--- config.mk ---
export PLATFORM = sky130hd
export DESIGN_NAME = mem_issue_scheduler
export DESIGN_NICKNAME = d
export VERILOG_FILES = /design/src/rtl/mem_issue_scheduler.sv
export SDC_FILE = /design/constraint.sdc
export NUM_CORES = 1
export LEC_CHECK = 0
export CAP_MARGIN = 20
export CORE_ASPECT_RATIO = 0.5
export CORE_MARGIN = 3
export CORE_UTILIZATION = 54
export CTS_CLUSTER_SIZE = 30
export DETAILED_ROUTE_END_ITERATION = 8
export PLACE_DENSITY = 0.78
export SETUP_SLACK_MARGIN = 0.15
export SYNTH_ARGS = -nofsm -noshare
export SYNTH_HDL_FRONTEND = slang
export SYNTH_SLANG_ARGS = --single-unit
--- constraint.sdc ---
create_clock -name clk_i -period 4.25 [get_ports clk_i]
set_clock_uncertainty 0.1 [all_clocks]
set_input_delay 0.6375 -clock clk_i [delete_from_list [all_inputs] [get_ports clk_i]]
set_output_delay 0.6375 -clock clk_i [all_outputs]
set_load 0.1 [all_outputs]
--- src/rtl/mem_issue_scheduler.sv ---
// mem_issue_scheduler
//   Arbitrates the single memory functional unit among the memory
//   reservation-station entries. Entries are kept in allocation order in an
//   age queue (slot 0 oldest). Each cycle the oldest eligible slot is issued
//   unless the FU is busy or a flush is in progress. Loads may bypass older
//   loads. Stores issue only from slot 0. A load never passes an older store.
//
// Ports:
//   clk_i            clock, all state on posedge
//   reset_i          synchronous active-low reset
//   alloc_valid_i    RS entry allocated this cycle
//   alloc_idx_i      index of the allocated RS entry
//   alloc_is_store_i allocated op is a store (1) or load (0)
//   entry_ready_i    per-RS-entry operands-available flags
//   fu_busy_i        memory FU busy, blocks issue
//   flush_i          pipeline flush, empties the queue
//   issue_valid_o    issue fires this cycle (combinational)
//   issue_idx_o      RS index being issued (0 when idle)
//   issue_is_store_o issued op is a store (0 when idle)
//   count_o          number of queued entries
//   full_o / empty_o occupancy flags from the registered count
//   alloc_err_o      one-cycle pulse: allocation dropped (overflow/duplicate)
module mem_issue_scheduler #(
  parameter int NUM_ENTRIES = 4,
  parameter int IDX_W       = $clog2(NUM_ENTRIES),
  parameter int CNT_W       = $clog2(NUM_ENTRIES + 1)
) (
  input  logic                   clk_i,
  input  logic                   reset_i,
  input  logic                   alloc_valid_i,
  input  logic [IDX_W-1:0]       alloc_idx_i,
  input  logic                   alloc_is_store_i,
  input  logic [NUM_ENTRIES-1:0] entry_ready_i,
  input  logic                   fu_busy_i,
  input  logic                   flush_i,
  output logic                   issue_valid_o,
  output logic [IDX_W-1:0]       issue_idx_o,
  output logic                   issue_is_store_o,
  output logic [CNT_W-1:0]       count_o,
  output logic                   full_o,
  output logic                   empty_o,
  output logic                   alloc_err_o
);

  logic [IDX_W-1:0] idx_q [NUM_ENTRIES];
  logic [IDX_W-1:0] idx_d [NUM_ENTRIES];
  logic             st_q  [NUM_ENTRIES];
  logic             st_d  [NUM_ENTRIES];
  logic [CNT_W-1:0] count_q, count_d;
  logic             err_q, err_d;

  logic             found;
  logic [IDX_W-1:0] sel_slot;
  logic             seen_store;
  logic             elig;
  logic             issue;
  logic             full;
  logic             dup;
  logic [CNT_W-1:0] wr_pos;

  assign full = (count_q == CNT_W'(NUM_ENTRIES));

  // Oldest-first selection; seen_store tracks whether any older valid slot
  // holds a store, which blocks every younger load.
  always_comb begin
    found      = 1'b0;
    sel_slot   = '0;
    seen_store = 1'b0;
    elig       = 1'b0;
    for (int unsigned k = 0; k < NUM_ENTRIES; k++) begin
      if (CNT_W'(k) < count_q) begin
        elig = entry_ready_i[idx_q[k]] && (st_q[k] ? (k == 0) : !seen_store);
        if (elig && !found) begin
          found    = 1'b1;
          sel_slot = IDX_W'(k);
        end
        if (st_q[k]) seen_store = 1'b1;
      end
    end
  end

  assign issue = found && !fu_busy_i && !flush_i;

  // Duplicate check excludes the slot retiring this cycle so its RS index
  // may be reallocated immediately.
  always_comb begin
    dup = 1'b0;
    for (int unsigned k = 0; k < NUM_ENTRIES; k++) begin
      if ((CNT_W'(k) < count_q) && (idx_q[k] == alloc_idx_i) &&
          !(issue && (IDX_W'(k) == sel_slot)))
        dup = 1'b1;
    end
  end

  assign wr_pos = count_q - CNT_W'(issue);

  always_comb begin
    idx_d   = idx_q;
    st_d    = st_q;
    count_d = count_q;
    err_d   = 1'b0;
    if (flush_i) begin
      count_d = '0;
    end else begin
      // Remove the issued slot by shifting every younger slot down one.
      if (issue) begin
        for (int unsigned k = 0; k < NUM_ENTRIES - 1; k++) begin
          if (IDX_W'(k) >= sel_slot) begin
            idx_d[k] = idx_q[k+1];
            st_d[k]  = st_q[k+1];
          end
        end
        count_d = count_q - 1'b1;
      end
      if (alloc_valid_i) begin
        if (dup || (full && !issue)) begin
          err_d = 1'b1;
        end else begin
          for (int unsigned k = 0; k < NUM_ENTRIES; k++) begin
            if (CNT_W'(k) == wr_pos) begin
              idx_d[k] = alloc_idx_i;
              st_d[k]  = alloc_is_store_i;
            end
          end
          count_d = count_d + 1'b1;
        end
      end
    end
  end

  always_ff @(posedge clk_i) begin
    if (!reset_i) begin
      count_q <= '0;
      err_q   <= 1'b0;
    end else begin
      count_q <= count_d;
      err_q   <= err_d;
    end
  end

  // Slot payload is don't-care outside 0..count-1, so it carries no reset.
  always_ff @(posedge clk_i) begin
    idx_q <= idx_d;
    st_q  <= st_d;
  end

  assign issue_valid_o    = issue;
  assign issue_idx_o      = issue ? idx_q[sel_slot] : '0;
  assign issue_is_store_o = issue ? st_q[sel_slot] : 1'b0;
  assign count_o          = count_q;
  assign full_o           = full;
  assign empty_o          = (count_q == '0);
  assign alloc_err_o      = err_q;

endmodule

### Word level (Yosys, flattened, before mapping)

Cells that the tools add are included.

| operators by class | value |
|---|---|
| add/subtract/negate cells | 3 |
| multipliers | 0 |
| div/mod/pow operators | 0 |
| magnitude comparators | 12 |
| eq/ne operators | 11 |
| shift-type cells | 0 |
| mux-type cells | 68 |
| bitwise gates (word level) | 5 |
| reductions and logical operators | 41 |

Operator list:

| cell | number |
|---|---|
| 2-to-1 mux 1 bit | 38 |
| 2-to-1 mux 2 bit | 14 |
| logical AND 1 bit | 21 |
| 2-to-1 mux 8 bit | 2 |
| 2-to-1 mux 3 bit | 5 |
| logical NOT 1 bit | 13 |
| less-than comparator 2 x 3 -> 1 bit, second input constant | 4 |
| binary-select mux 1 bit (select 2 bit) | 5 |
| equality test 2 bit | 4 |
| 2-to-1 mux 4 bit | 2 |
| equality test 2 x 3 -> 1 bit, first input constant | 2 |
| logical NOT 3 bit | 2 |
| less-than comparator 1 x 3 -> 1 bit, first input constant | 2 |
| less-than comparator 2 x 3 -> 1 bit, first input constant | 2 |
| 2-to-1 mux 6 bit | 1 |
| binary-select mux 2 bit (select 2 bit) | 1 |
| equality test 2 bit, first input constant | 2 |
| >= comparator 1 x 2 -> 1 bit, first input constant | 2 |
| inverter 1 bit | 4 |
| AND reduction 4 bit | 1 |
| adder 3 x 1 -> 3 bit, second input constant | 1 |
| equality test 1 x 3 -> 1 bit, first input constant | 1 |
| equality test 3 bit, second input constant | 1 |
| >= comparator 3 bit, second input constant | 1 |
| other kinds (9) | 9 |

| word-level totals | value |
|---|---|
| bits in registers | 16 |
| bits in latches | 0 |
| memory bits (writable) | 0 |
| ROM bits | 0 |
| input bits | 12 |
| output and inout bits | 10 |
| logic and storage cells | 150 |
| memories | 0 |

### Depth between registers and ports, before layout

Gate-level depths: netlist of run 1.

| logic depth | value |
|---|---|
| depth after elaboration | 28 |
| mapped depth | 13 |
| gate-level depth less buffers | 12 |

### Worst setup path after synthesis of run 1

No wires, ideal clock.

| path | value |
|---|---|
| kind | reg-to-output |
| start | register count_q[1], in the netlist count_o[1] |
| end | output port issue_idx_o[0] |
| data arrival time | 4.887 ns |
| required time | 3.513 ns |
| setup slack | -1.374 ns |
| cell stages (with the launch flop) | 9 |
| path buffers | 1 |
| cells stage by stage | dfxtp_1 > inv_1 > ha_1 > o21ba_2 > o211ai_4 > and2_1 > buf_4 > a31oi_1 > and2_1 |

| between the ends | value |
|---|---|
| elaborated cells on any way between the ends | 44 |
| those cells by class | order compare: 4; mux: 25; bitwise: 1; reduce/logical: 14 |

RTL lines:

| item | RTL line | text |
|---|---|---|
| start: declaration | 49 | `logic [CNT_W-1:0] count_q, count_d;` |
| start signal: assignment | 136 | `count_q <= count_d;` |
| less-than comparator 1 x 3 -> 1 bit | 71 | `if (CNT_W'(k) < count_q) begin` |
| 2-to-1 mux 1 bit | 71 |  |
| logical NOT 1 bit | 72 | `elig = entry_ready_i[idx_q[k]] && (st_q[k] ? (k == 0) : !seen_store);` |
| 2-to-1 mux 1 bit | 72 |  |
| logical AND 1 bit | 72 |  |
| logical AND 1 bit | 73 | `if (elig && !found) begin` |
| 2-to-1 mux 1 bit | 73 |  |
| 2-to-1 mux 1 bit | 71 |  |
| (+3 left out) | - |  |
| 2-to-1 mux 1 bit | 71 |  |
| logical NOT 1 bit | 73 |  |
| logical AND 1 bit | 73 |  |
| 2-to-1 mux 1 bit | 73 |  |
| 2-to-1 mux 1 bit * | 71 |  |
| logical AND 1 bit * (2 in series) | 82 | `assign issue = found && !fu_busy_i && !flush_i;` |
| net issue_valid_o | 36 | `output logic issue_valid_o,` |
| 2-to-1 mux 2 bit * | 148 | `assign issue_idx_o = issue ? idx_q[sel_slot] : '0;` |
| end: declaration | 37 | `output logic [IDX_W-1:0] issue_idx_o,` |

Mark *: on every way through the listed nets, which the timed path passes. The rest lies on a longest branch. The select of a mux whose other input is x is not followed.

### Worst setup path after layout of run 1

| path | value |
|---|---|
| start | input port entry_ready_i[3] |
| end | output port issue_idx_o[0] |

| between the ends | value |
|---|---|
| word-level cells in the longest chain between the ends | 21 |
| elaborated cells on any way between the ends | 38 |
| those cells by class | mux: 26; bitwise: 1; reduce/logical: 11 |

Ends and longest elaborated chain:

| item | RTL line | text |
|---|---|---|
| start: declaration | 33 | `input logic [NUM_ENTRIES-1:0] entry_ready_i,` |
| binary-select mux 1 bit (select 2 bit) | 72 |  |
| 2-to-1 mux 1 bit (implied by the code) | 72 |  |
| 2-to-1 mux 1 bit | 73 |  |
| 2-to-1 mux 1 bit | 71 |  |
| logical NOT 1 bit | 73 |  |
| logical AND 1 bit | 73 |  |
| 2-to-1 mux 1 bit | 73 |  |
| 2-to-1 mux 1 bit | 71 |  |
| (+4 left out) | - |  |
| logical NOT 1 bit | 73 |  |
| logical AND 1 bit | 73 |  |
| 2-to-1 mux 2 bit | 73 |  |
| 2-to-1 mux 2 bit | 71 |  |
| inverter 2 -> 3 bit (implied by the code) | 148 |  |
| binary-select mux 2 bit (select 2 bit) | 148 |  |
| 2-to-1 mux 2 bit (implied by the code) (2 in series) | 148 |  |
| 2-to-1 mux 2 bit * | 148 |  |

Mark *: on every way between the ends. The rest lies on a longest branch, timed or not. The select of a mux whose other input is x is not followed.

==> metrics.log, run 1 <==
INFO  metric status = finished clean
INFO  metric power.combinational.fraction = ~36%
INFO  metric detailroute.via_count = about 1200
INFO  metric synth_area = 1500 sq um
INFO  metric finalCoreUtilization = 74.6%
INFO  metric yosysWarnings = 0
INFO  metric min_period_over_period = a little under nine tenths
INFO  metric multi_input_area = roughly 1000 sq um
INFO  metric hold_path_startpoint = st_q[0]
INFO  metric synth-edff-count = 12
INFO  metric grt_max_degree = 15
INFO  metric sequential_to_total_area_share_from_yosys_stat = ~30%
INFO  metric critPathMaxFanout = 7
INFO  metric drt.antenna.violating_nets = 0
INFO  metric async_set_or_reset_register_ratio_after_synthesis = 0%
INFO  metric count_of_final_hold_check_violations = 0
INFO  metric crit_required = between 3 and 4 ns
INFO  metric holdWs = roughly 0.6 ns
INFO  metric max_freq = 272 MHz
INFO  metric synthesis.nets = about 160
INFO  metric final_period_minus_worst_setup_slack = around 3.7 ns
INFO  metric antenna_found_initial = 0
INFO  metric static-leakage-power = ~0.67 nW
INFO  metric wl_per_cell = 18.3 um
INFO  metric dieHeight = around 43 um
INFO  metric dp_hpwl = ~2800 um
INFO  metric first_global_vias = roughly 1200
INFO  metric routabilityCongestion = 0.988
INFO  metric hp-class = flip-flop to flip-flop
INFO  metric clock_network_fraction_of_design_power = between 20 and 25%
INFO  metric post_cts_hold_buffer_count = 0
INFO  metric cts-buffers-inserted = 3
INFO  metric max_cap_violations = 0
INFO  metric grtUsageTotal = a little under a quarter
INFO  metric p_per_area = about 280 nW/um^2
INFO  metric flow.area_growth_from_synthesis = 20.1%
INFO  metric sequentialPowerShare = 40.4%
INFO  metric routed_wirelength = roughly 3600 um
INFO  metric setup_repair_after_global_routing_missed_its_margin = no
INFO  metric floorplan.rows = 12
INFO  metric synth_area_per_cell = ~11 sq um
INFO  metric timing.setup.critical_path_class = primary input to output pin
INFO  metric report.power.total = approximately 500 uW
INFO  metric detailedPlace.worstSlack = a little over 0.4 ns
INFO  metric cts-resized-gates = 0
INFO  metric design.die.area = between 3000 and 4000 sq um
INFO  metric worst-slew-pin-transition = between 0.9 and 1 ns
INFO  metric max_slew_margin = a little over a third
INFO  metric finalSetupViolCount = 0
INFO  metric arrival = slightly below 3 ns
INFO  metric post_synth_num_cell_types = 48
INFO  metric detailedRoute.firstPassIterationCount = 4
INFO  metric first_iter_violations = 50
INFO  metric postPlaceCellArea = between 1500 and 2000 sq um
INFO  metric tritoncts = yes
INFO  metric clock_latency = approximately 0.25 ns
INFO  metric post-cts-setup-buffer-count = 0
INFO  metric io-pin-count = 22
INFO  metric power.switching = 176 uW
INFO  metric grt_pass1_wl = slightly above 6000 um
INFO  metric grt_overflow = 0
INFO  metric final_nets = 183
INFO  metric power.switching_fraction = a little over a third
INFO  metric peak_vdd_ir = around 0.00018 V
INFO  metric startpoint = entry_ready_i[3]
INFO  metric initial_core_util = between 60% and 70%
INFO  metric startpoint_type = primary input
INFO  metric internal_power = approximately 320 uW
INFO  metric ctsLongestPathBuffers = 2
INFO  metric h-tree-depth = 1
INFO  metric buffer_type_at_the_clock_tree_root = sky130_fd_sc_hd__clkbuf_8
INFO  metric r2r-start = count_o[1]
INFO  metric synth.ff_latch_count = 16
INFO  metric vias_cell = between 6 and 7
INFO  metric fillerInstances = between 150 and 200
INFO  metric insertedDiodeCount = 0
INFO  metric regArea = 440 sq um
INFO  metric cts_num_sinks = 16
INFO  metric die_w = about 81 um
INFO  metric core_area = 2420 sq um
INFO  metric slew_viol_final = 0
INFO  metric io_buffers = 21
INFO  metric netlist_instances = 143
INFO  metric drc_errors = 0
INFO  metric synth-main-ff-cell = sky130_fd_sc_hd__edfxtp_1
INFO  metric minimum_setup_slack_in_the_final_design = 0.579 ns
INFO  metric path_clk_slew = roughly 0.070 ns
INFO  metric timing.critical_path.to_type = output pin
INFO  metric drive_above_1_share = 22.6%
INFO  metric final_design_area_no_fill = approximately 1800 sq um
[layout by cell type, fill, tap and decap left out, types with 2 or more instances in the layout]
cell | synthesis | routed
sky130_fd_sc_hd__and2_1 | 3 | 3
sky130_fd_sc_hd__inv_1 | 8 | 8
sky130_fd_sc_hd__a21oi_1 | 5 | 4
sky130_fd_sc_hd__or2_2 | 2 | 2
sky130_fd_sc_hd__clkdlybuf4s50_1 | 0 | 17
sky130_fd_sc_hd__mux4_2 | 4 | 4
sky130_fd_sc_hd__nor3_4 | 3 | 3
sky130_fd_sc_hd__nand2_1 | 5 | 5
sky130_fd_sc_hd__mux2i_1 | 2 | 2
sky130_fd_sc_hd__dfxtp_1 | 4 | 4
sky130_fd_sc_hd__o211a_1 | 2 | 2
sky130_fd_sc_hd__clkbuf_8 | 0 | 3
sky130_fd_sc_hd__nor3_1 | 5 | 5
sky130_fd_sc_hd__edfxtp_1 | 12 | 12
sky130_fd_sc_hd__mux2_1 | 9 | 9
sky130_fd_sc_hd__nand4_1 | 2 | 2
sky130_fd_sc_hd__a31oi_4 | 1 | 2
sky130_fd_sc_hd__ha_1 | 6 | 6
sky130_fd_sc_hd__nand3_1 | 2 | 2
sky130_fd_sc_hd__nand2b_1 | 3 | 3
sky130_fd_sc_hd__xor2_1 | 4 | 4
sky130_fd_sc_hd__xnor2_1 | 6 | 6
sky130_fd_sc_hd__buf_4 | 1 | 4
sky130_fd_sc_hd__mux2_2 | 9 | 9
sky130_fd_sc_hd__nor2b_1 | 3 | 3
sky130_fd_sc_hd__and3_1 | 3 | 3
sky130_fd_sc_hd__o21ai_0 | 3 | 3
sky130_fd_sc_hd__nor2_1 | 11 | 11
[final cells by class]
cell class,instances,share of cell area (%)
Sequential cell,16,24.4
Timing Repair Buffer,22,12.2
Multi-Input combinational cell,114,56.8
Clock buffer,3,2.29
Tap cell,35,2.43
Clock inverter,1,0.208
Inverter,8,1.66
[state kept, by name (all words and copies together) (netlist names)]
name         cells
count_o          3
st_q             4
idx_q            8
alloc_err_o      1
[synth_stat cells (4+ instances only)]
library cell / n / area, sq um
sky130_fd_sc_hd__edfxtp_1: 12 / 360
sky130_fd_sc_hd__nor2_1: 11 / 41.3
sky130_fd_sc_hd__mux2_1: 9 / 101
sky130_fd_sc_hd__mux2_2: 9 / 101
sky130_fd_sc_hd__inv_1: 8 / 30.0
sky130_fd_sc_hd__ha_1: 6 / 75.1
sky130_fd_sc_hd__xnor2_1: 6 / 52.6
sky130_fd_sc_hd__a21oi_1: 5 / 25.0
sky130_fd_sc_hd__nand2_1: 5 / 18.8
sky130_fd_sc_hd__nor3_1: 5 / 25.0
sky130_fd_sc_hd__dfxtp_1: 4 / 80.1
sky130_fd_sc_hd__mux4_2: 4 / 90.1
sky130_fd_sc_hd__xor2_1: 4 / 35.0
[metal layers]
layer	vias to the layer above	wire, um	global-route usage [%]
met5	-	0	0
met4	0	17	2.36
met3	4	306	5.72
met2	45	1580	36.7
met1	586	1740	34.9
li1	578	-	-
[power by group through the flow]
stage / Sequential, mW / Clock [mW] / Combinational [mW]
floorplan: 0.210 / 0 / 0.124
global placement: 0.204 / 0 / 0.174
detailed placement: 0.205 / 0 / 0.176
CTS: 0.202 / 0.123 / 0.177
global route: 0.204 / 0.131 / 0.193
finish: 0.202 / 0.120 / 0.178
[worst max-delay path, cell delays in order]
cell	delay, ns
sky130_fd_sc_hd__clkdlybuf4s50_1	0.46
sky130_fd_sc_hd__mux4_2	0.53
sky130_fd_sc_hd__o211ai_4	0.14
sky130_fd_sc_hd__and2_1	0.19
sky130_fd_sc_hd__buf_4	0.18
sky130_fd_sc_hd__and2_4	0.17
sky130_fd_sc_hd__a32oi_1	0.11
sky130_fd_sc_hd__o21ai_0	0.12
sky130_fd_sc_hd__and2_1	0.21
sky130_fd_sc_hd__buf_12	0.18
[cells by family after synthesis]
group                    count (synthesis)  share of synthesized area, %
AO/OA/AOI/OAI                           27                          15.8
buffers and inverters                   13                          3.75
adder cells (fa/ha/maj)                  6                          5.00
XOR/XNOR                                10                          5.83
AND/OR/NAND/NOR                         47                          19.5
multiplexers                            24                          20.8
flip-flops                              16                          29.3
[path summary, 6_finish.rpt]
check | to | slack, ns | cells past startpoint
setup / recovery | issue_idx_o[0] | 0.58 | 10
hold / removal | st_q[1] | 0.60 | 2
setup reg to reg | st_q[2] | 0.89 | 12
hold reg to reg | st_q[1] | 0.60 | 2
[stage by stage]
| step | TNS [ns] | instances |
|---|---|---|
| final | 0 | 199 |
| after global routing | 0 | 199 |
| after CTS | 0 | 199 |
| after detailed placement | 0 | 195 |
| after global placement | 0 | 195 |
| after floorplan | -0.163 | 143 |
No activity file was read; power rests on OpenSTA's default activity.
==> run 2: changes to the inputs <==
--- a/config.mk
+++ b/config.mk
@@ -8,10 +8,11 @@
 export CAP_MARGIN = 20
 export CORE_ASPECT_RATIO = 0.5
 export CORE_MARGIN = 3
-export CORE_UTILIZATION = 54
+export CORE_UTILIZATION = 40
 export CTS_CLUSTER_SIZE = 30
 export DETAILED_ROUTE_END_ITERATION = 8
-export PLACE_DENSITY = 0.78
+export PLACE_DENSITY = 0.61
+export REMOVE_ABC_BUFFERS = 1
 export SETUP_SLACK_MARGIN = 0.15
 export SYNTH_ARGS = -nofsm -noshare
 export SYNTH_HDL_FRONTEND = slang
==> run 2 against run 1 <==
Via count shrank 2.0%. Combinational power is essentially flat. Critical path type unchanged. Highest routed layer unchanged. Sequential share of layout area is essentially flat. Critical path depth is the same. Routed wire length shrank 2.1%. Setup slack gained 0.092 ns.
==> metrics.log, run 2 (same netlist as run 1, synthesis figures left out) <==
INFO  metric dieHeight = ~49 um
INFO  metric path_clk_slew = around 0.07 ns
INFO  metric worst-path-buf-inv = 3
INFO  metric io-pin-count = 22
INFO  metric max_stage_delay = around 0.52 ns
INFO  metric static-leakage-power = roughly 0.66 nW
INFO  metric initial_core_util = between 40% and 50%
INFO  metric drt.antenna.violating_nets = 0
INFO  metric dp_hpwl = between 2000 and 3000 um
INFO  metric design.die.area = about 4600 sq um
INFO  metric antenna_found_initial = 0
INFO  metric path_depth = 10
INFO  metric global_route.usage.met1 = 24.2%
INFO  metric detailedPlace.worstSlack = around 0.46 ns
INFO  metric hp-class = flip-flop to flip-flop
INFO  metric final_common_cell = sky130_fd_sc_hd__clkdlybuf4s50_1
INFO  metric insertedDiodeCount = 0
INFO  metric ctsLongestPathBuffers = 2
INFO  metric crit_path_end = issue_idx_o[0]
INFO  metric reg_to_reg_endpoint = st_q[3]
INFO  metric fillerInstances = approximately 330
INFO  metric critPathMaxFanout = 7
INFO  metric r2r-start = count_o[1]
INFO  metric h-tree-depth = 1
INFO  metric final_period_minus_worst_setup_slack = 3.58 ns
INFO  metric startpoint = entry_ready_i[3]
INFO  metric grt_util_met3 = between 3 and 4%
INFO  metric largest_reg_by_ff_count = idx_q
INFO  metric minimum_setup_slack_in_the_final_design = approximately 0.67 ns
INFO  metric first_global_vias = 1082
INFO  metric die_w = 92.7 um
INFO  metric vias_cell = roughly 5.5
INFO  metric setup_repair_after_global_routing_missed_its_margin = no
INFO  metric floorplan.rows = 15
INFO  metric reg2reg_slack = roughly 1.0 ns
INFO  metric max_slew_margin = 35.3%
INFO  metric grt_overflow = 0
INFO  metric post-cts-setup-buffer-count = 0
INFO  metric tritoncts = yes
INFO  metric finalSetupTns = 0 ns
INFO  metric buffer_type_at_the_clock_tree_root = sky130_fd_sc_hd__clkbuf_8
INFO  metric cp_cell_sequence = clkdlybuf4s50_1 > mux4_2 > o211ai_4 > and2_1 > buf_4 > and2_4 > a32oi_1 > o21ai_0 > and2_1 > buf_12
INFO  metric gr-usage-met2 = between 20% and 30%
INFO  metric cts-buffers-inserted = 3
INFO  metric gr-max-usage-layer = met1
INFO  metric cpLargestDelayFamily = buffers and inverters
INFO  metric routabilityCongestion = between 0.9 and 1
INFO  metric timing.setup.critical_path_class = primary input to output pin
INFO  metric core_area = roughly 3500 sq um
INFO  metric max_cap_violations = 0
INFO  metric grt_max_degree = 15
INFO  metric detailedRoute.firstPassIterationCount = 4
INFO  metric r2r.worst_path.cells = 12
INFO  metric flow.area_growth_from_synthesis = 20.1%
INFO  metric multi_input_area = between 1000 and 1500 sq um
INFO  metric layout_common_cells = sky130_fd_sc_hd__clkdlybuf4s50_1 (17), sky130_fd_sc_hd__edfxtp_1 (12), sky130_fd_sc_hd__nor2_1 (11), sky130_fd_sc_hd__mux2_2 (9), sky130_fd_sc_hd__mux2_1 (9)
INFO  metric most_common_cell_type_on_the_critical_path = sky130_fd_sc_hd__and2_1
INFO  metric finalSetupViolCount = 0
INFO  metric routed_wirelength = around 3600 um
INFO  metric largest_register_ff_count = 8
INFO  metric drc_errors = 0
INFO  metric startpoint_type = primary input
INFO  metric wl_per_cell = 16.6 um
INFO  metric timing.critical_path.to_type = output pin
INFO  metric arrival = approximately 2.8 ns
INFO  metric cp_slowest_cell = sky130_fd_sc_hd__mux4_2
INFO  metric detailroute.via_count = roughly 1200
INFO  metric min_period_over_period = 84.2%
INFO  metric io_buffers = 21
INFO  metric grtUsageTotal = between 10% and 20%
INFO  metric regArea = roughly 440 sq um
INFO  metric max_freq = 279 MHz
INFO  metric clock_latency = about 0.26 ns
INFO  metric p_per_area = 278 nW/um^2
INFO  metric peak_vdd_ir = between 0.0001 and 0.00015 V
INFO  metric post_cts_hold_buffer_count = 0
INFO  metric slew_viol_final = 0
INFO  metric cts-resized-gates = 0
INFO  metric count_of_final_hold_check_violations = 0
INFO  metric status = finished clean
INFO  metric worst-slew-pin-transition = 0.967 ns
INFO  metric crit_required = between 3 and 4 ns
INFO  metric final_nets = between 150 and 200
INFO  metric cts_num_sinks = 16
INFO  metric first_iter_violations = 75
INFO  metric drive_above_1_share = between 20% and 30%
INFO  metric grt_pass1_wl = around 5700 um
run 2: worst min-delay path by stage:
stage          slack [ns]      end  cells after the start     from
6_report             0.65  st_q[2]                      2  st_q[2]
3_5_place_dp         0.63  st_q[1]                      2  st_q[0]
3_3_place_gp         0.58  st_q[1]                      2  st_q[0]
2_1_floorplan        0.55  st_q[1]                      2  st_q[0]
4_1_cts              0.64  st_q[1]                      2  st_q[0]
5_1_grt              0.66  st_q[1]                      2  st_q[0]
run 2: layout make-up:
class,count,area share [%]
clock inverter,1,0.208
clock buffer,3,2.29
multi-input combinational,114,55.7
timing repair buffer,22,12.2
tap,51,3.53
sequential,16,24.4
inverter,8,1.66
run 2: where the power goes:
group	internal (mW)	switching [mW]	leakage (nW)	total, mW
combinational	0.0746	0.100	0.494	0.175
clock	0.0643	0.0606	0.0231	0.125
sequential	0.184	0.0176	0.147	0.202
total	0.323	0.179	0.665	0.501
run 2: metrics by stage:
| stage | hold slack (ns) | total power, mW | cells | utilization (%) | instance area (sq um) |
|---|---|---|---|---|---|
| 2_1_floorplan | 0.553 | 0.329 | 138 | - | 1480 |
| 3_3_place_gp | 0.583 | 0.379 | 211 | 50.2 | 1760 |
| 3_5_place_dp | 0.627 | 0.379 | 211 | 50.2 | 1760 |
| 4_1_cts | 0.643 | 0.503 | 215 | 51.4 | 1810 |
| 5_1_grt | 0.660 | 0.524 | 215 | 51.4 | 1810 |
| 6_report | 0.651 | 0.501 | 215 | 51.4 | 1810 |
run 2: worst min-delay path, stage by stage, from the launching register on:
cell and delay, ns:
sky130_fd_sc_hd__edfxtp_1 0.38, sky130_fd_sc_hd__mux2_2 0.16, sky130_fd_sc_hd__mux2_1 0.11
run 2: routing by layer:
layer  share of wire [%]  vias to the layer above
li1                    -                      582
met1                  50                      575
met2                  43                       30
met3                 6.2                        2
met4                0.59                        0
met5                   0                        -
==> run 3: changes to the inputs <==
==> constraint.sdc (replaced) <==
create_clock -name clk_i -period 3.71 [get_ports clk_i]
set_clock_uncertainty 0.1 [all_clocks]
set_input_delay 0.5565 -clock clk_i [delete_from_list [all_inputs] [get_ports clk_i]]
set_output_delay 0.5565 -clock clk_i [all_outputs]
set_load 0.1 [all_outputs]
==> run 3 against run 2 <==
Largest power group unchanged. Critical endpoint unchanged. Via count grew 3.4%. Clock power grew 10%. Highest routed layer is now met3. Final area grew 4.3%.
==> metrics.log, run 3 (same netlist as run 1, synthesis figures left out) <==
INFO  metric status = finished clean
INFO  metric r2r.worst_path.cells = 10
INFO  metric hold_path_depth = 2
INFO  metric crit_required = 3.05 ns
INFO  metric r2r-start = idx_q[4]
INFO  metric clock_latency = between 0.2 and 0.3 ns
INFO  metric drt.antenna.violating_nets = 0
INFO  metric count_of_final_hold_check_violations = 0
INFO  metric peak_vdd_ir = between 0.0001 and 0.00015 V
INFO  metric flow.area_growth_from_synthesis = 25.3%
INFO  metric wl_per_cell = ~17 um
INFO  metric reg2reg_slack = between 0.5 and 0.6 ns
INFO  metric grt_pass1_wl = 6110 um
INFO  metric floorplan.rows = 15
INFO  metric holdWs = between 0.6 and 0.7 ns
INFO  metric finalSetupViolCount = 0
INFO  metric p_per_area = between 300 and 400 nW/um^2
INFO  metric hold_path_startpoint = st_q[0]
INFO  metric detailroute.via_count = around 1200
INFO  metric hp-class = flip-flop to flip-flop
INFO  metric cp_slowest_cell = sky130_fd_sc_hd__mux4_2
INFO  metric antenna_found_initial = 0
INFO  metric cts-buffers-inserted = 3
INFO  metric final_period_minus_worst_setup_slack = approximately 3.4 ns
INFO  metric drc_errors = 0
INFO  metric h-tree-depth = 1
INFO  metric worst-slew-pin-transition = approximately 0.97 ns
INFO  metric grt_overflow = 0
INFO  metric io_buffers = 21
INFO  metric grt_max_degree = 15
INFO  metric vias_cell = approximately 5.5
INFO  metric ctsLongestPathBuffers = 2
INFO  metric dieHeight = ~49 um
INFO  metric largest_register_ff_count = 8
INFO  metric initial_core_util = 42.8%
INFO  metric max_cap_violations = 0
INFO  metric layout_common_cells = sky130_fd_sc_hd__clkdlybuf4s50_1 (14), sky130_fd_sc_hd__edfxtp_1 (12), sky130_fd_sc_hd__buf_4 (12), sky130_fd_sc_hd__nor2_1 (11)
INFO  metric startpoint = entry_ready_i[3]
INFO  metric max_slew_margin = between 30% and 40%
INFO  metric minimum_setup_slack_in_the_final_design = about 0.31 ns
INFO  metric most_common_cell_type_on_the_critical_path = sky130_fd_sc_hd__and2_1
INFO  metric fillerInstances = 325
INFO  metric detailedPlace.worstSlack = about 0.040 ns
INFO  metric final_nets = 190
INFO  metric routabilityCongestion = between 0.8 and 0.9
INFO  metric insertedDiodeCount = 0
INFO  metric first_iter_violations = 60
INFO  metric cpLargestDelayFamily = buffers and inverters
INFO  metric worst-path-buf-inv = 3
INFO  metric slew_viol_final = 0
INFO  metric static-leakage-power = approximately 0.7 nW
INFO  metric max_stage_delay = 0.52 ns
INFO  metric dp_hpwl = a little over 3000 um
INFO  metric die_w = 92.7 um
INFO  metric detailedRoute.firstPassIterationCount = 4
INFO  metric report.power.total = 577 uW
INFO  metric reg_to_reg_endpoint = st_q[3]
INFO  metric design.die.area = roughly 4600 sq um
INFO  metric min_period_over_period = about 92%
INFO  metric startpoint_type = primary input
INFO  metric timing.critical_path.to_type = output pin
INFO  metric critPathMaxFanout = 6
INFO  metric arrival = between 2 and 3 ns
INFO  metric post_cts_hold_buffer_count = 0
INFO  metric io-pin-count = 22
INFO  metric path_depth = 10
INFO  metric largest_reg_by_ff_count = idx_q
INFO  metric tritoncts = yes
INFO  metric drive_above_1_share = between 20 and 30%
INFO  metric cts_num_sinks = 16
INFO  metric core_area = 3510 sq um
INFO  metric routed_wirelength = approximately 3700 um
INFO  metric final_common_cell = sky130_fd_sc_hd__clkdlybuf4s50_1
INFO  metric buffer_type_at_the_clock_tree_root = sky130_fd_sc_hd__clkbuf_8
INFO  metric hold-path-endpoint = st_q[1]
INFO  metric max_freq = between 200 and 300 MHz
INFO  metric grtUsageTotal = approximately 17%
INFO  metric setup_repair_after_global_routing_missed_its_margin = no
INFO  metric path_clk_slew = approximately 0.07 ns
INFO  metric first_global_vias = about 1200
INFO  metric cp_cell_sequence = clkdlybuf4s50_1 > mux4_2 > o211ai_4 > and2_1 > buf_4 > and2_4 > a32oi_1 > o21ai_0 > and2_1 > buf_12
INFO  metric timing.setup.critical_path_class = primary input to output pin
## run 3: changes by cell type in the layout (fill, tap and decap cells not counted)
cell / change
sky130_fd_sc_hd__buf_12: +2
sky130_fd_sc_hd__buf_4: +8
sky130_fd_sc_hd__clkdlybuf4s50_1: -3
sky130_fd_sc_hd__xnor2_1: -1
sky130_fd_sc_hd__xnor2_2: +1
## run 3: per-layer routing
| layer | vias to the layer above | wire, um | global-route usage (%) |
|---|---|---|---|
| li1 | 594 | - | - |
| met1 | 614 | 1960 | 26.8 |
| met2 | 21 | 1630 | 25.2 |
| met3 | 0 | 143 | 4.31 |
| met4 | 0 | 0 | 0.730 |
| met5 | - | 0 | 0 |
## run 3: how the worst max path moves through the flow
| stage | slack [ns] | end |
|---|---|---|
| after floorplan | -1.80 | issue_idx_o[0] |
| after global placement | 0.09 | st_q[3] |
| after detailed placement | 0.04 | st_q[3] |
| after CTS | 0.31 | st_q[3] |
| after global routing | 0.21 | issue_idx_o[0] |
| final | 0.31 | issue_idx_o[0] |
## run 3: timing repair
| action | 4_1_cts | 5_1_grt |
|---|---|---|
| setup endpoints to repair | 0 | 2 |
| buffers inserted | 0 | 0 |
| hold endpoints to repair | 0 | 0 |
| gates resized for setup | 0 | 1 |
## run 3: metrics by stage
step	utilization (%)	std cells	instance area (sq um)	setup TNS, ns
after detailed placement	52.2	218	1830	0
after global routing	53.7	222	1880	0
final	53.7	222	1880	0
after global placement	52.2	218	1830	0
after floorplan	-	138	1480	-6.69
after CTS	53.4	222	1880	0
## run 3: cell type report
cell class	count	area [sq um]	share of cell area (%)
Clock buffer	3	41.3	2.19
Clock inverter	1	3.75	0.199
Inverter	8	30.0	1.59
Multi-Input combinational cell	114	1010	53.8
Sequential cell	16	440	23.4
Tap cell	51	63.8	3.39
Timing Repair Buffer	29	290	15.4
## run 3: power by group
group          internal (mW)  switching (mW)  total (mW)
logic                 0.0896           0.117       0.207
registers              0.211          0.0205       0.231
clock network         0.0735          0.0649       0.138
## run 3: tightest hold or removal path: cells and delay by family (launching register included)
family | cells | cell delay [ns]
flops | 1 | 0.36
mux | 2 | 0.26
==> RTL change 1 (config.mk and constraints of run 3) <==
Change the parameter `NUM_ENTRIES` from 4 to 8.
--- a/src/rtl/mem_issue_scheduler.sv
+++ b/src/rtl/mem_issue_scheduler.sv
@@ -23,3 +23,3 @@
 module mem_issue_scheduler #(
-  parameter int NUM_ENTRIES = 4,
+  parameter int NUM_ENTRIES = 8,
   parameter int IDX_W       = $clog2(NUM_ENTRIES),
Interface: changed (resized alloc_idx_i, count_o, entry_ready_i and issue_idx_o); port bits go from 22 to 29. No check against the original RTL was run, so the function may have changed too.
==> RTL change 1 against run 3 <==
Global-route usage grew 6.6 points. Highest routed layer is now met4. Largest power group is now combinational cells. Synthesized area increased to 2.6 times the old value. Setup slack worse by 0.80 ns. Total power rose to 3.7 times the old value. Worst hold slack worse by 0.0019 ns. Sequential cell count grew 21. Cell count increased to 3.0 times the old value. Routed wire length grew to 3.7 times the old value. The flow now finishes with violations (negative setup slack). Cell area grew to 3.1 times the old value.
==> RTL change 1: results (changes against run 3) <==
Number of enable-type register cells in the synthesized netlist: 32 (+20). The run finished, with violations left. Leakage power summed over all cells: 2.35 nW (+230%). The length in cells of the worst reg-to-reg path is 14 (+4). Among cell families on the critical path, the largest total delay comes from multiplexers. Ranked by instance count, the synthesized netlist is headed by sky130_fd_sc_hd__mux2i_1 (60), sky130_fd_sc_hd__mux2_2 (37), sky130_fd_sc_hd__edfxtp_1 (32).

Post-route met1 wirelength: 6540 um (+230%). The global-route wire length before repair was 20900 um (+240%). The TritonCTS buffer count is 5 (+2), and the count of fill cells added during filler insertion is 810 (+150%). The post-detailed-route wirelength per cell is 21.0 um (+25%), and the flip-flop count of the largest register after layout is 24 (+16). The post-synth design cell area is 0.00398 mm^2 (+160%), and the number of setup violations in the final report is 37 (+37).

The net switching power figure was 0.765 mW (+280%); the global-route track usage on met2 was 36.1% (+11 points). The run gives 18 (+3) as the pin count of the biggest net entering global routing. By area the synthesized netlist is led by sky130_fd_sc_hd__edfxtp_1 (24%), sky130_fd_sc_hd__mux2i_1 (15%), sky130_fd_sc_hd__mux2_2 (10%), sky130_fd_sc_hd__xnor2_1 (5.3%), sky130_fd_sc_hd__nand4_1 (3.0%). The run gives 65 (+35%) as the count of distinct cell types in the synthesized netlist. The fraction of layout cells with a size suffix above 1 is 44.5% (+18 points). The tools report the number of global-route vias before repair as 3660 (+210%). Register area share after synthesis: 26.7% (-2.6 points).

The share of flip-flops with an asynchronous set or reset after synthesis was 0% (unchanged). The logs give 2 (+1) for the total number of H-tree levels and 6130 um (+280%) for the wire length on met2. The global routing usage on met3 was 5.11% (+0.80 points); the post-detailed-placement cell area was 0.00509 mm^2 (+180%). The number of vias in the routed layout is 3854 (+210%). The met3 wire length is 1040 um (+630%).

The tools report the placed wire-length estimate as 10600 um (+240%). The last weighted congestion value of the routability-driven placer is 0.991 (+19%). The overall routing resource usage came out at 23.8% (+6.6 points). The run gives 0.189 mV (+36%) as the maximum VDD drop. The critical path's largest stage delay works out to 0.48 ns (-0.04 ns). The run gives -0.495 ns (-0.804 ns) as the final worst setup slack. The run gives 309 (+420%) as the violation count after the first detailed-routing iteration. The worst slack after detailed placement came out at -0.715 ns (-0.754 ns). The global-route met1 utilization came out at 35.0% (+8.2 points). In this run the top signal layer used is met4. The number of detailed-route iterations in the first pass is 5 (+1). The final net count came out at 549 (+190%). The checks that failed: negative setup slack.
-- RTL change 1: power groups by stage --
stage / combinational (mW) / clock (mW) / sequential [mW]
floorplan: 0.476 / 0 / 0.613
global placement: 0.859 / 0 / 0.599
detailed placement: 0.868 / 0 / 0.599
CTS: 0.962 / 0.505 / 0.590
global route: 1.10 / 0.521 / 0.597
finish: 1.04 / 0.501 / 0.592
-- RTL change 1: final timing paths --
| kind | startpoint | slack [ns] | to |
|---|---|---|---|
| worst max-delay path | entry_ready_i[4] | -0.49 | issue_idx_o[2] |
| worst min-delay path | st_q[1] | 0.62 | st_q[2] |
| worst max register to register | idx_q[21] | -0.32 | idx_q[4] |
| worst min register to register | st_q[1] | 0.62 | st_q[2] |
-- RTL change 1: cells by family (layout without fill, tap and decap cells) --
logic type      Yosys count  in the layout  share of synthesized area [%]
mux                     110            110                           30.1
fa+ha+maj                 7              7                           2.20
xor+xnor                 29             29                           6.39
flops                    37             37                           26.7
compound gates           49             49                           9.73
simple gates            127            127                           20.2
buf+inv                  45            167                           4.66
-- RTL change 1: repair_timing --
item,CTS,global route
hold buffers,0,0
hold endpoints to repair,0,0
endpoints found under the setup margin,40,41
resized for setup,61,28
buffers inserted,12,8
gates cloned,0,0
pin swaps,11,12
-- RTL change 1: layout make-up --
class / instances / area (um^2) / share of cell area [%]
timing repair buffer: 146 / 1280 / 22.4
clock inverter: 3 / 46.3 / 0.805
inverter: 13 / 48.8 / 0.849
sequential: 37 / 1060 / 18.5
clock buffer: 5 / 125 / 2.18
multi-input combinational: 322 / 3010 / 52.4
tap: 135 / 169 / 2.94
-- RTL change 1: metrics by stage --
stage	std cells	TNS [ns]
after floorplan	372	-72.08
final	661	-9.05
after global routing	661	-13.14
after global placement	633	-20.58
after CTS	653	-7.08
after detailed placement	633	-22.60
==> RTL change 2 (settings of run 3) <==
Made on the original files. Remove the register `err_q`: a continuous assignment takes its place, so the output `alloc_err_o` follows one clock earlier.
--- a/src/rtl/mem_issue_scheduler.sv
+++ b/src/rtl/mem_issue_scheduler.sv
@@ -133,8 +133,8 @@
       count_q <= '0;
-      err_q   <= 1'b0;
     end else begin
       count_q <= count_d;
-      err_q   <= err_d;
     end
   end
+
+  assign err_q = err_d;
 
Function: changed (Yosys sat finds a counterexample within 4 cycles, from zero or initial values).
==> RTL change 2 against run 3 <==
Cell area grew 7.9%. Setup slack lost 0.10 ns. Largest power group is now combinational cells. Synthesized area shrank 1.3%. Register-to-register slack lost 0.21 ns. Critical endpoint is now idx_q[4]. Largest cell class unchanged. Critical path type is now in -> reg. Clock power is essentially flat. Highest routed layer is now met4. Total power grew 6.5%. Routed wire length grew 12%. Sequential cell count shrank 1.
==> RTL change 2: results (changes against run 3) <==
The critical path's largest stage delay came out at 0.50 ns (-0.02 ns). The placed wire-length estimate came out at 3420 um (+11%). The adder-cell share of the synthesized area was 5.06% (+0.067 points); the initial antenna violation count was 0 (unchanged). The aggregate routed wire length is 4190 um (+12%), and the fraction of layout cells with a size suffix above 1 is 34.6% (+7.7 points). The category of cells accounting for the largest share of critical-path delay was multiplexers. The run gives 105 (+75%) as the violation count after the first detailed-routing iteration. Switching power as a share of total power: 36.2% (+1.1 points). The final net count is 201 (+5.8%), and the maximum net fanout on the critical path is 4 (-2).

Relative max-transition margin: 35.2% (-0.095 points). Maximum VDD drop: 0.308 mV (+120%). The endpoint arrival time on the critical path came out at 3.41 ns (+0.67 ns). By area the synthesized netlist is led by sky130_fd_sc_hd__edfxtp_1 (24%), sky130_fd_sc_hd__mux2_1 (6.8%), sky130_fd_sc_hd__mux2_2 (6.8%), sky130_fd_sc_hd__xnor2_1 (5.3%), sky130_fd_sc_hd__ha_1 (5.1%).

The flow ran to the end, and the final reports show no timing, DRC or antenna violations. The run gives 0.865 (+4.2%) as the last weighted congestion value of the routability-driven placer. Xor and xnor fraction of the mapped netlist area: 6.50% (+0.67 points).

The worst hold path belongs to the class reg -> reg. The mux contribution to synthesized area came out at 20.9% (+0.11 points). The area fraction in compound gates after synthesis came out at 12.0% (-3.8 points). For the count of distinct cell types in the synthesized netlist, the log shows 47 (-2.1%). The leakage power summed over all cells was 0.810 nW (+14%). The number of diodes is 0 (unchanged). The global-route wire length before repair is 6380 um (+4.4%), and the share of flip-flops with an asynchronous set or reset after synthesis is 0% (unchanged). The run gives 279 (-14%) as the count of fill cells added during filler insertion.

The run gives 1174 (-0.51%) as the number of global-route vias before repair. After synthesis, the most frequently instantiated cells are sky130_fd_sc_hd__edfxtp_1 (12), sky130_fd_sc_hd__inv_1 (11), sky130_fd_sc_hd__mux2_1 (9), sky130_fd_sc_hd__mux2_2 (9), sky130_fd_sc_hd__xnor2_1 (9). The post-detailed-route via-to-cell ratio came out at 5.50 (-0.57%).

Tracing the worst setup path back leads to its startpoint at entry_ready_i[1]. The tools report the pin count of the biggest net entering global routing as 12 (-3). The startpoint identified for the worst register-to-register timing path is count_o[1].

For the post-detailed-placement cell area, the log shows 0.00189 mm^2 (+3.1%).
RTL change 2: worst paths after layout:
| check | to | cells after the start | slack [ns] |
|---|---|---|---|
| setup reg to reg | st_q[1] | 9 | 0.38 |
| hold / removal | st_q[1] | 2 | 0.64 |
| setup / recovery | idx_q[4] | 11 | 0.21 |
| hold reg to reg | st_q[1] | 2 | 0.64 |
RTL change 2: final cells by class:
| type | count | area [um^2] | share of cell area, % |
|---|---|---|---|
| sequential | 15 | 420 | 20.7 |
| tap | 48 | 60.1 | 2.96 |
| clock inverter | 1 | 7.51 | 0.369 |
| timing repair buffer | 42 | 400 | 19.7 |
| multi-input combinational | 110 | 1060 | 52.2 |
| clock buffer | 3 | 41.3 | 2.03 |
| inverter | 11 | 41.3 | 2.03 |
RTL change 2: timing repair:
item / CTS / global route
setup buffers: 1 / 2
resized for setup: 6 / 8
setup endpoints to repair: 11 / 8
pin swaps: 1 / 6
RTL change 2: per-stage QoR:
step                cells  worst slack, ns
finish                230            0.207
global route          230           0.0729
global placement      223           -0.138
CTS                   228            0.172
detailed placement    223           -0.191
floorplan             136            -3.74
RTL change 2: per-layer routing:
| metal | track usage (%) | vias to the layer above | routed length [um] |
|---|---|---|---|
| li1 | - | 615 | - |
| met1 | 30.3 | 599 | 2230 |
| met2 | 24.0 | 50 | 1650 |
| met3 | 4.62 | 2 | 291 |
| met4 | 2.22 | 0 | 12 |
| met5 | 0 | - | 0 |
RTL change 2: power by group through the flow:
stage,Combinational [mW],Sequential [mW],Clock [mW]
final,0.256,0.220,0.138
after global routing,0.274,0.222,0.150
after CTS,0.248,0.219,0.140
after detailed placement,0.241,0.222,0
after global placement,0.239,0.222,0
after floorplan,0.153,0.228,0
